$ cat src/rtl/uart_rx_core.sv
// UART receiver core: oversampled, majority-voted bit decisions, optional parity.
// Returns to IDLE at the stop-bit decision point so back-to-back frames are caught.
module uart_rx_core #(
    parameter int DATAWIDTH = 8
) (
    input  logic                 clk,
    input  logic                 rst,
    input  logic                 RX_IN,
    input  logic                 PAR_EN,
    input  logic                 PAR_TYP,
    input  logic [5:0]           Prescale,
    output logic [DATAWIDTH-1:0] P_DATA,
    output logic                 data_valid,
    output logic                 par_err,
    output logic                 stp_err
);

    localparam int BW = (DATAWIDTH > 1) ? $clog2(DATAWIDTH) : 1;

    typedef enum logic [2:0] {IDLE, START, DATA, PARITY, STOP} state_t;

    // Handshake: data_valid, par_err and stp_err are single-cycle pulses with no
    // back-pressure; P_DATA is meaningful whenever data_valid is high and holds after.

    state_t                 state_q, state_d;
    logic                   rx_meta, rx_s;
    logic                   par_en_q, par_typ_q;
    logic [5:0]             prescale_q;
    logic [5:0]             edge_cnt;
    logic [BW-1:0]          bit_cnt;
    logic [1:0]             samp;
    logic [DATAWIDTH-1:0]   shift_q;
    logic                   par_bit_q;

    logic [5:0]             half;
    logic                   wrap, decide_pt, voted, last_bit, stop_bad, par_bad;

    always_comb begin
        half      = {1'b0, prescale_q[5:1]};
        wrap      = (edge_cnt == prescale_q - 6'd1);
        decide_pt = (edge_cnt == half + 6'd1);
        voted     = (samp[0] & samp[1]) | (samp[0] & rx_s) | (samp[1] & rx_s);
        last_bit  = (bit_cnt == BW'(DATAWIDTH - 1));
        stop_bad  = ~voted;
        par_bad   = par_en_q & (par_bit_q != ((^shift_q) ^ par_typ_q));
    end

    always_ff @(posedge clk or negedge rst) begin
        if (!rst) state_q <= IDLE;
        else      state_q <= state_d;
    end

    always_comb begin
        state_d = state_q;
        case (state_q)
            IDLE:   if (!rx_s) state_d = START;
            START: begin
                // A start bit that votes high was a glitch on the idle line.
                if (decide_pt && voted) state_d = IDLE;
                else if (wrap)          state_d = DATA;
            end
            DATA:   if (wrap && last_bit) state_d = par_en_q ? PARITY : STOP;
            PARITY: if (wrap) state_d = STOP;
            STOP:   if (decide_pt) state_d = IDLE;
            default: state_d = IDLE;
        endcase
    end

    always_ff @(posedge clk or negedge rst) begin
        if (!rst) begin
            rx_meta    <= 1'b1;
            rx_s       <= 1'b1;
            par_en_q   <= 1'b0;
            par_typ_q  <= 1'b0;
            prescale_q <= 6'd0;
            edge_cnt   <= 6'd0;
            bit_cnt    <= '0;
            samp       <= 2'b11;
            shift_q    <= '0;
            par_bit_q  <= 1'b0;
            P_DATA     <= '0;
            data_valid <= 1'b0;
            par_err    <= 1'b0;
            stp_err    <= 1'b0;
        end else begin
            rx_meta    <= RX_IN;
            rx_s       <= rx_meta;
            data_valid <= 1'b0;
            par_err    <= 1'b0;
            stp_err    <= 1'b0;
            if (state_q == IDLE) begin
                edge_cnt <= 6'd0;
                bit_cnt  <= '0;
                // Frame configuration is frozen at the start edge.
                if (!rx_s) begin
                    par_en_q   <= PAR_EN;
                    par_typ_q  <= PAR_TYP;
                    prescale_q <= Prescale;
                end
            end else begin
                edge_cnt <= wrap ? 6'd0 : edge_cnt + 6'd1;
                if (edge_cnt == half - 6'd1) samp[0] <= rx_s;
                if (edge_cnt == half)        samp[1] <= rx_s;
                if (state_q == DATA && decide_pt)
                    shift_q <= {voted, shift_q[DATAWIDTH-1:1]};
                if (state_q == DATA && wrap)
                    bit_cnt <= last_bit ? '0 : bit_cnt + BW'(1);
                if (state_q == PARITY && decide_pt)
                    par_bit_q <= voted;
                if (state_q == STOP && decide_pt) begin
                    stp_err <= stop_bad;
                    par_err <= par_bad;
                    if (!stop_bad && !par_bad) begin
                        data_valid <= 1'b1;
                        P_DATA     <= shift_q;
                    end
                end
            end
        end
    end

endmodule

$ cat config.mk
export PLATFORM = sky130hd
export DESIGN_NAME = uart_rx_core
export DESIGN_NICKNAME = d
export VERILOG_FILES = /design/src/rtl/uart_rx_core.sv
export SDC_FILE = /design/constraint.sdc
export NUM_CORES = 1
export LEC_CHECK = 0
export CORE_MARGIN = 2
export CORE_UTILIZATION = 35
export DETAILED_ROUTE_END_ITERATION = 6
export GPL_TIMING_DRIVEN = 0
export PLACE_DENSITY = 0.54
export SLEW_MARGIN = 5
export SYNTH_ARGS = -nofsm -noshare
export SYNTH_HDL_FRONTEND = slang
export SYNTH_SLANG_ARGS = --single-unit
$ cat constraint.sdc
create_clock -name clk -period 2.4 [get_ports clk]
set_clock_uncertainty 0.05 [all_clocks]
set_input_delay 0.24 -clock clk [delete_from_list [all_inputs] [get_ports clk]]
set_output_delay 0.24 -clock clk [all_outputs]
set_load 0.01 [all_outputs]
* Yosys cells after proc, flatten, opt, wreduce, memory -nomap -nowiden
Cells that the tools add are included.
** Storage, ports and cells
- Flip-flop bits (word level) :: 44
** Cells by class
- $add $sub $neg :: 5
- Equal/unequal tests :: 15
- Multiplexer cells :: 20
- Bitwise operators :: 10
- Reductions and logical operators :: 18
** Operators with widths (count)
- 3-bit two-way mux :: 10
- 6-bit equality test :: 3
- 3-bit one-hot mux with 5 select lines :: 1
- 6-bit two-way mux :: 2
- 2-bit AND reduction :: 5
- 2-bit != test (second input constant) :: 4
- 8-bit parity :: 1
- 1-bit logical AND :: 7
- 1-bit two-way mux :: 7
- 5-bit by 1-bit adder with 6-bit output (second input constant) :: 1
- 6-bit by 1-bit adder with 6-bit output (second input constant) :: 1
- 3-bit by 2-bit equality test with 1-bit output (second input constant) :: 2
- 3-bit equality test (second input constant) :: 2
- 6-bit by 5-bit equality test with 1-bit output :: 1
- 5-bit by 1-bit subtractor with 6-bit output (second input constant) :: 1
- 6-bit by 1-bit subtractor with 6-bit output (second input constant) :: 1
- 5-bit AND reduction :: 1
- 1-bit AND :: 4
- 3-bit by 1-bit adder with 3-bit output (second input constant) :: 1
- 3-bit by 1-bit equality test with 1-bit output (second input constant) :: 1
- 3-bit logical NOT :: 1
- 3-bit != test (second input constant) :: 1
- 1-bit inverter :: 3
- 3-bit AND reduction :: 1
- 5 further kinds :: 6

* Depth between registers and ports, before layout
Gate-level depths: netlist of the first run.
- Depth after elaboration :: 9
- Depth in mapped cells :: 8
- Mapped depth without buffers :: 7

* Worst setup path before layout of the first run
OpenSTA, ideal clock, no wires.
- Path type :: register -> register
- From :: register prescale_q[2]
- To :: register P_DATA[0]
- Arrival time :: 2.077 ns
- Data required time :: 2.225 ns
- Slack :: 0.148 ns
- Cell stages (with the launch flop) :: 9
- Path buffers :: 2
- Period minus slack after synthesis :: 2.252 ns
- Cell sequence :: dfrtp_1 > buf_2 > inv_1 > ha_1 > xnor2_1 > nand3_1 > a2111o_1 > buf_6 > mux2_4
** Between the ends
- Cells in the longest elaborated chain, start to end :: 4
** Ends and longest elaborated chain
- start, declared :: RTL line 28 : logic [5:0] prescale_q;
- start signal, assigned :: RTL line 98 : prescale_q <= Prescale;
- 5-bit by 1-bit adder with 6-bit output :: RTL line 41 : decide_pt = (edge_cnt == half + 6'd1);
- 6-bit equality test :: RTL line 41
- 1-bit logical AND :: RTL line 110 : if (state_q == STOP && decide_pt) begin
- 3-bit AND reduction (no line)
- end signal, assigned :: RTL line 115 : P_DATA <= shift_q;
- end, declared :: RTL line 12 : output logic [DATAWIDTH-1:0] P_DATA,
No other way between the ends.
A chain may end at the register's enable or synchronous reset.

* Final worst setup path of the first run
- From :: register prescale_q[1]
- To :: register P_DATA[6]
The elaborated chain is that of the path after synthesis.

==> results.json, run 1 <==
{
  "min-delay-start": "RX_IN",
  "drive_above_1_share_pct": 26.2,
  "synth_enable_flop_cells": 0,
  "clk_latency_ns": 0.29,
  "synth_nets": 236,
  "worst_slack_ns": 0.105,
  "grt_pass1_vias": 1801,
  "rr_worst_depth": 7,
  "ant_nets": 0,
  "synth_ff_type": "dfrtp_1",
  "overflow": 0,
  "tightest_slew_ns": 0.928,
  "antenna_found_initial": 0,
  "finalNetCount": 269,
  "final_util_pct": 44.6,
  "die_w_um": 87.8,
  "power_frac_clock_pct": 16.7,
  "synth-seq-cells": 44,
  "relSlewSlack_pct": 37.6,
  "synth_top_area_share_pct": 40.7,
  "grt_pass1_wl_um": 8850,
  "pre_cts_slack_ns": -0.176,
  "diodes": 0,
  "r2r_start": "prescale_q[1]",
  "htree_levels": 2,
  "numPortBuffers": 21,
  "cts_buffers": 5,
  "rows": 30,
  "synth.avg_cell_area_um2": 11.3,
  "p_leak_nw": 1.30,
  "yosys-top-cells-area": "dfrtp_1 41%, mux2_2 6.9%, xnor2_1 6.1%",
  "cts_num_sinks": 44,
  "dp_cells": 336,
  "dr.pass1.iters": 4,
  "drv_slew": 0,
  "synth-warning-count": 0,
  "die-area_um2": 7710,
  "hold_class": "in2reg",
  "finalCriticalPeriod_ns": 2.29,
  "clockBufferDepth": 2,
  "worstReg2RegEnd": "P_DATA[6]",
  "p_per_area_nw_per_um2": 1100,
  "rsz0062_at_grt": "false",
  "fmaxAchievable_ghz": 0.436,
  "p_comb_share_pct": 50.8,
  "yosys.area.top_type": "dfrtp_1",
  "endpoint_kind": "flip-flop",
  "grt_start_max_net_pins": 34,
  "routedWlPerCell_um": 14.6,
  "yosysUniqueCellTypes": 54,
  "hold_path_end": "rx_meta",
  "synth_common_cells": "40 x dfrtp_1, 17 x xnor2_1, 15 x mux2_2, 13 x nand2_1, 12 x xor2_1",
  "drc": 0,
  "drt-vias-per-instance": 5.07,
  "die-height_um": 87.8,
  "start_util_pct": 36.2,
  "final.period_utilization_pct": 95.6,
  "clk_pin_slew_ns": 0.08,
  "hold_depth": 1,
  "track_usage_pct": 14.7,
  "cts_tree": "done",
  "cts_root_buffer": "clkbuf_8",
  "critPathKind": "reg2reg",
  "required_ns": 2.53,
  "final-hold-violation-count": 0,
  "seq_area_frac_synth_pct": 45.0,
  "totalPowerFinal_w": 0.00335,
  "startpoint_type": "flip-flop",
  "pin_count": 22,
  "swShare_pct": 41.0,
  "whs_ns": 0.300,
  "pwr-share-seq_pct": 32.5,
  "p_sw_w": 0.00137,
  "finalSetupViolCount": 0,
  "max_cap_violations": 0,
  "cp.arrival_ns": 2.43,
  "peakVddDrop_mv": 0.514,
  "r2r_setup_slack_ns": 0.11,
  "drt_iter0_drc": 84,
  "gp_congestion": 0.779,
  "layout.cells.non_filler": 348,
  "area_delta_synth_final_pct": 23.3,
  "internal_power_w": 0.00197,
  "synth_area_um2": 2460,
  "worstPathMaxFanout": 9,
  "finalWirelength_um": 5070,
  "vias": 1764,
  "syn_inst": 218,
  "ys_async_sr_fraction_pct": 100,
  "status": "finished, final reports clean",
  "core_area_um2": 6790,
  "hpwl_um": 3640,
  "yosysMostFrequentCell": "dfrtp_1"
}
## how the worst max path moves through the flow
| stage | from | endpoint | slack, ns | depth (start not counted) |
|---|---|---|---|---|
| 3_3_place_gp | rst | bit_cnt[0] | -0.25 | 1 |
| 2_1_floorplan | prescale_q[2] | P_DATA[0] | 0.15 | 8 |
| 3_5_place_dp | prescale_q[1] | P_DATA[0] | -0.18 | 7 |
| 4_1_cts | prescale_q[2] | state_q[0] | 0.03 | 8 |
| 6_report | prescale_q[1] | P_DATA[6] | 0.11 | 7 |
| 5_1_grt | prescale_q[1] | P_DATA[3] | 0.002 | 7 |
## registers in the layout (all words and copies together) (netlist names), 2 cells and up
signal      cells
P_DATA          8
bit_cnt         3
edge_cnt        6
prescale_q      6
samp            2
shift_q         8
state_q         3
## repair_timing
action                                  CTS  global route
hold buffers                              1             0
cloned                                    0             0
pin swaps                                 1             3
hold endpoints to repair                 11             0
endpoints found under the setup margin   24            25
resized for setup                         8            10
setup buffers                             1             2
## kinds of logic after synthesis
kind of cell,share of synthesized area [%]
AND/OR/NAND/NOR,15.4
flip-flops,45.0
AO/OA/AOI/OAI,9.87
XOR/XNOR,11.3
multiplexers,11.8
buffers and inverters,3.10
adder cells (fa/ha/maj),3.56
## layer usage
| metal | GRT usage (%) | vias to the layer above | wire length (µm) |
|---|---|---|---|
| met3 | 3.20 | 9 | 137 |
| met1 | 21.5 | 879 | 2600 |
| met2 | 21.6 | 23 | 2240 |
| met5 | 0 | - | 0 |
| met4 | 5.03 | 0 | 95 |
| li1 | - | 853 | - |
## stage by stage
step | setup TNS (ns) | instance area, µm²
floorplan | 0 | 2460
global placement | -12.20 | 2790
detailed placement | -2.56 | 2800
CTS | 0 | 2970
global route | 0 | 3030
finish | 0 | 3030
## critical path, stage by stage, from the launching register on
cell      delay, ns
dfrtp_2        0.48
ha_1           0.27
and3b_1        0.18
o221a_2        0.30
o211ai_4       0.27
a2111o_1       0.15
buf_6          0.17
mux2_4         0.31
## cell usage in the layout (no fill, tap or decap), types with 2 or more instances in the layout
master / n
dfstp_2: 4
clkbuf_1: 5
nor3b_1: 2
nand4b_1: 2
xnor2_2: 3
clkbuf_8: 5
xnor2_1: 14
o211ai_1: 4
o31ai_1: 2
clkdlybuf4s50_1: 20
ha_1: 6
mux2_2: 15
nor2b_1: 3
nor2_1: 6
nand2_1: 13
buf_2: 3
nand3b_1: 2
xor2_1: 12
inv_1: 4
o21ai_0: 8
buf_4: 5
nor3_1: 10
mux2_4: 8
nor4_1: 5
nand3_1: 8
dfrtp_1: 39
## power groups by stage
stage | clock (W) | sequential [W] | combinational, W
after CTS | 0.000582 | 0.00108 | 0.00162
after global placement | 0 | 0.00109 | 0.00146
after detailed placement | 0 | 0.00109 | 0.00148
after global routing | 0.000617 | 0.00112 | 0.00187
after floorplan | 0 | 0.00104 | 0.00119
final | 0.000561 | 0.00109 | 0.00170
## cell type report
| cell class | instances | area [µm²] |
|---|---|---|
| inverter | 5 | 18.8 |
| fill | 661 | 3760 |
| tap | 96 | 120 |
| buffer | 11 | 60.1 |
| clock buffer | 6 | 72.6 |
| clock inverter | 2 | 35.0 |
| sequential | 44 | 1110 |
| timing repair buffer | 26 | 258 |
| multi-input combinational | 158 | 1360 |
Note: power is estimated with default switching activity, not from simulation.
==> inputs of run 2 (changes only) <==
--- a/config.mk
+++ b/config.mk
@@ -6,5 +6,5 @@
 export NUM_CORES = 1
 export LEC_CHECK = 0
-export CORE_MARGIN = 2
+export CORE_MARGIN = 1.5
 export CORE_UTILIZATION = 35
 export DETAILED_ROUTE_END_ITERATION = 6
==> constraint.sdc (replaced) <==
create_clock -name clk -period 2.4 [get_ports clk]
set_clock_uncertainty 0.05 [all_clocks]
set_input_delay 0.48 -clock clk [delete_from_list [all_inputs] [get_ports clk]]
set_output_delay 0.48 -clock clk [all_outputs]
set_load 0.01 [all_outputs]
==> run 2 against run 1 <==
Effect of this change:
- worst hold slack got worse by 0.18 ns
- sequential power about the same
- via count decreased by 2.7%
- critical path depth unchanged
- register-to-register slack about the same
- combinational power about the same
- global-route usage decreased by 0.097 points
- wire length decreased by 1.6%
- cell count unchanged
- sequential share of layout area increased by 0.076 points
- core utilization decreased by 0.092 points
- highest routed layer unchanged
==> results.json, run 2 (synthesis gave the netlist of run 1 again) <==
{
  "p_leak_nw": 1.29,
  "hold_class": "in2async",
  "core_area_um2": 6790,
  "drt-vias-per-instance": 4.93,
  "grt_pass1_vias": 1636,
  "finalCriticalPeriod_ns": 2.29,
  "peakVddDrop_mv": 0.444,
  "gp_congestion": 0.774,
  "die-height_um": 86.8,
  "cts_root_buffer": "clkbuf_8",
  "cts_tree": "done",
  "tns_ns": 0,
  "worstPathMaxFanout": 9,
  "grt_pass1_wl_um": 8450,
  "whs_ns": 0.119,
  "diodes": 0,
  "vias": 1717,
  "critPathKind": "reg2reg",
  "required_ns": 2.54,
  "start_util_pct": 36.2,
  "overflow": 0,
  "fmaxAchievable_ghz": 0.436,
  "numPortBuffers": 21,
  "ant_nets": 0,
  "rsz0062_at_grt": "false",
  "finalSetupViolCount": 0,
  "grt_start_max_net_pins": 24,
  "final_util_pct": 44.5,
  "drt_iter0_drc": 88,
  "status": "finished, final reports clean",
  "max_cap_violations": 0,
  "drv_slew": 0,
  "rows": 30,
  "final-hold-violation-count": 0,
  "die-area_um2": 7540,
  "cp.arrival_ns": 2.43,
  "cts_buffers": 5,
  "layout.cells.non_filler": 348,
  "cts_num_sinks": 44,
  "drc": 0,
  "area_delta_synth_final_pct": 23.0,
  "track_usage_pct": 14.6,
  "startpoint_type": "flip-flop",
  "tightest_slew_ns": 0.932,
  "die_w_um": 86.8,
  "dp_cells": 336,
  "antenna_found_initial": 0,
  "finalWirelength_um": 4990,
  "fill_cells": 656,
  "drive_above_1_share_pct": 26.6,
  "hpwl_um": 3570,
  "final.period_utilization_pct": 95.5,
  "layout_commonest_cell": "dfrtp_1",
  "endpoint_kind": "flip-flop",
  "reg.largest.list": "P_DATA x8, shift_q x8",
  "relSlewSlack_pct": 37.4,
  "finalNetCount": 269,
  "clk_latency_ns": 0.29,
  "pin_count": 22,
  "final_cell_mix": "39 x dfrtp_1, 20 x clkdlybuf4s50_1, 15 x mux2_2",
  "hold_buffers": 0,
  "clk_pin_slew_ns": 0.09,
  "routedWlPerCell_um": 14.4,
  "clockBufferDepth": 2,
  "dr.pass1.iters": 4,
  "p_per_area_nw_per_um2": 1090,
  "htree_levels": 2
}
-- run 2: repair_timing --
action	in CTS	in global routing
pin swaps	2	3
buffers inserted	1	3
gates resized for setup	7	10
setup endpoints to repair	24	20
cloned	0	0
-- run 2: where the power goes --
part	switching, W	internal [W]
Combinational	0.000939	0.000787
Clock	0.000261	0.000233
Sequential	0.000176	0.000910
Total	0.00138	0.00193
-- run 2: final timing paths --
check                                   start       endpoint  slack (ns)  depth (start not counted)
worst min-delay path                      rst  prescale_q[2]        0.12                          1
worst min register to register        rx_meta           rx_s        0.31                          0
max in group asynchronous                 rst        rx_meta        1.60                          2
worst max-delay path            prescale_q[1]      P_DATA[4]        0.11                          7
min in group clk                      rx_meta           rx_s        0.31                          0
worst max register to register  prescale_q[1]      P_DATA[4]        0.11                          7
-- run 2: through the flow --
step,setup slack (ns),power [W],cell area (µm²)
after floorplan,0.148,0.00223,2460
after global placement,-0.494,0.00256,2790
after detailed placement,-0.170,0.00257,2810
after CTS,0.0165,0.00316,2940
after global routing,0.000954,0.00357,3020
final,0.108,0.00331,3020
-- run 2: final cells by class --
| cell class | count | area [µm²] | share of cell area [%] |
|---|---|---|---|
| multi-input cells | 158 | 1350 | 44.8 |
| clock inverters | 2 | 15.0 | 0.496 |
| repair buffers | 26 | 263 | 8.69 |
| plain buffers | 11 | 63.8 | 2.11 |
| well taps | 96 | 120 | 3.97 |
| inverters | 5 | 18.8 | 0.621 |
| flip-flops and latches | 44 | 1110 | 36.6 |
| clock buffers | 6 | 82.6 | 2.73 |
-- run 2: worst max-delay path: stages, from the launching register on --
cell	delay, ns
dfrtp_2	0.48
ha_1	0.27
and3b_1	0.18
o221a_2	0.30
o211ai_4	0.26
a2111o_1	0.15
buf_6	0.17
mux2_4	0.31
-- run 2: metal layers --
layer  track usage, %  part of all wire (%)  up-vias
li1                 -                     -      855
met1             21.2                    51      833
met2             22.1                    45       25
met3             2.67                   3.2        4
met4             4.40                  0.92        0
met5                0                     0        -
==> inputs of run 3 (changes only) <==
Clock period 2.4 ns to 2.5 ns, I/O delays scaled along.
==> run 3 against run 2 <==
Effect of this change:
- combinational power decreased by 12%
- cell area down 1.8%
- cell count down 0.57%
- flip-flop and latch count unchanged
- critical path depth up 1
- worst setup slack worse by 0.0090 ns
- core utilization is 0.81 points lower
- worst hold slack better by 0.021 ns
- global-route usage fell by 0.12 points
- critical path type unchanged
- critical endpoint unchanged
- largest power group unchanged
==> results.json, run 3 (synthesis gave the netlist of run 1 again) <==
{
  "final.period_utilization_pct": 96.0,
  "vias": 1679,
  "die-area_um2": 7540,
  "hold_buffers": 0,
  "cts_buffers": 5,
  "finalWirelength_um": 4890,
  "worstReg2RegEnd": "P_DATA[4]",
  "fill_cells": 646,
  "dr.pass1.iters": 4,
  "drt-vias-per-instance": 4.85,
  "rsz0062_at_grt": "false",
  "cp.arrival_ns": 2.54,
  "grt_pass1_wl_um": 8380,
  "cts_num_sinks": 44,
  "drive_above_1_share_pct": 24.0,
  "required_ns": 2.63,
  "die-height_um": 86.8,
  "grt_start_max_net_pins": 24,
  "status": "finished, final reports clean",
  "startpoint_type": "flip-flop",
  "core_area_um2": 6790,
  "area_delta_synth_final_pct": 20.8,
  "cp_cell_sequence": "clkbuf_4 > inv_1 > ha_1 > xnor2_1 > nand3_2 > a2111o_1 > buf_6 > mux2_4",
  "regArea_um2": 1110,
  "worstPathMaxFanout": 10,
  "finalCriticalPeriod_ns": 2.40,
  "cp.depth": 8,
  "drt_iter0_drc": 107,
  "grt_pass1_vias": 1617,
  "peakVddDrop_mv": 0.414,
  "critPathMaxStageDelay_ns": 0.40,
  "hold_class": "in2async",
  "routedWlPerCell_um": 14.1,
  "overflow": 0,
  "track_usage_pct": 14.5,
  "final_cell_mix": "39 x dfrtp_1, 20 x clkdlybuf4s50_1, 16 x xnor2_1",
  "p_per_area_nw_per_um2": 1030,
  "ant_nets": 0,
  "tns_ns": 0,
  "drv_slew": 0,
  "numPortBuffers": 21,
  "endpoint_kind": "flip-flop",
  "clockBufferDepth": 2,
  "diodes": 0,
  "rr_worst_depth": 8,
  "critPathKind": "reg2reg",
  "tightest_slew_ns": 0.891,
  "multi_input_comb_area_um2": 1320,
  "clk_pin_slew_ns": 0.09,
  "reg.largest.list": "P_DATA x8, shift_q x8",
  "rows": 30,
  "htree_levels": 2,
  "gp_congestion": 0.774,
  "r2r_start": "prescale_q[2]",
  "cp_top_family": "buffers and inverters",
  "hpwl_um": 3570,
  "clk_latency_ns": 0.29,
  "drc": 0,
  "final-hold-violation-count": 0,
  "final_util_pct": 43.7,
  "cts_root_buffer": "clkbuf_8",
  "die_w_um": 86.8,
  "max_cap_violations": 0,
  "antenna_found_initial": 0,
  "cts_tree": "done",
  "finalSetupViolCount": 0,
  "start_util_pct": 36.2,
  "p_leak_nw": 1.27,
  "fmaxAchievable_ghz": 0.416,
  "cp_num_buf_inv": 3,
  "layout_commonest_cell": "dfrtp_1",
  "pin_count": 22,
  "r2r_setup_slack_ns": 0.1,
  "cp_slowest_cell": "a2111o_1",
  "relSlewSlack_pct": 40.1,
  "finalNetCount": 267
}
==> run 3: final cells by class <==
class / instances / area share [%]
Timing Repair Buffer: 24 / 8.34
Buffer: 11 / 2.02
Multi-Input combinational cell: 158 / 44.4
Clock inverter: 2 / 0.506
Sequential cell: 44 / 37.3
Clock buffer: 6 / 2.78
Inverter: 5 / 0.632
Tap cell: 96 / 4.05
==> run 3: power breakdown <==
part           switching, W  internal [W]  total (W)
clock              0.000248      0.000224   0.000472
combinational      0.000856      0.000676    0.00153
sequential         0.000166      0.000874    0.00104
==> run 3: what timing repair did <==
action / CTS / global route
pin swaps: 0 / 2
buffers inserted: 0 / 2
gates resized for setup: 2 / 8
setup endpoints to repair: 17 / 25
==> run 3: worst max-delay path by stage <==
| stage | slack [ns] | to | start |
|---|---|---|---|
| 2_1_floorplan | 0.25 | P_DATA[0] | prescale_q[2] |
| 3_3_place_gp | -0.41 | bit_cnt[0] | rst |
| 3_5_place_dp | -0.07 | shift_q[3] | prescale_q[1] |
| 4_1_cts | 0.02 | P_DATA[0] | prescale_q[2] |
| 5_1_grt | 0.0004 | P_DATA[2] | prescale_q[2] |
| 6_report | 0.1 | P_DATA[4] | prescale_q[2] |
==> run 3: through the flow <==
step	power (W)	cells	setup WS, ns	area (µm²)	hold WS, ns
finish	0.00304	346	0.0989	2970	0.140
global route	0.00331	346	0.000418	2970	0.168
CTS	0.00297	344	0.0180	2920	0.151
detailed placement	0.00247	336	-0.0702	2810	0.302
global placement	0.00245	335	-0.414	2790	0.298
floorplan	0.00214	218	0.248	2460	0.154
==> run 3: layer usage <==
| metal | routed length, µm | track usage, % | up-vias |
|---|---|---|---|
| met1 | 2560 | 21.1 | 804 |
| met4 | 57 | 4.40 | 0 |
| met5 | 0 | 0 | - |
| li1 | - | - | 850 |
| met2 | 2150 | 21.8 | 20 |
| met3 | 120 | 2.67 | 5 |
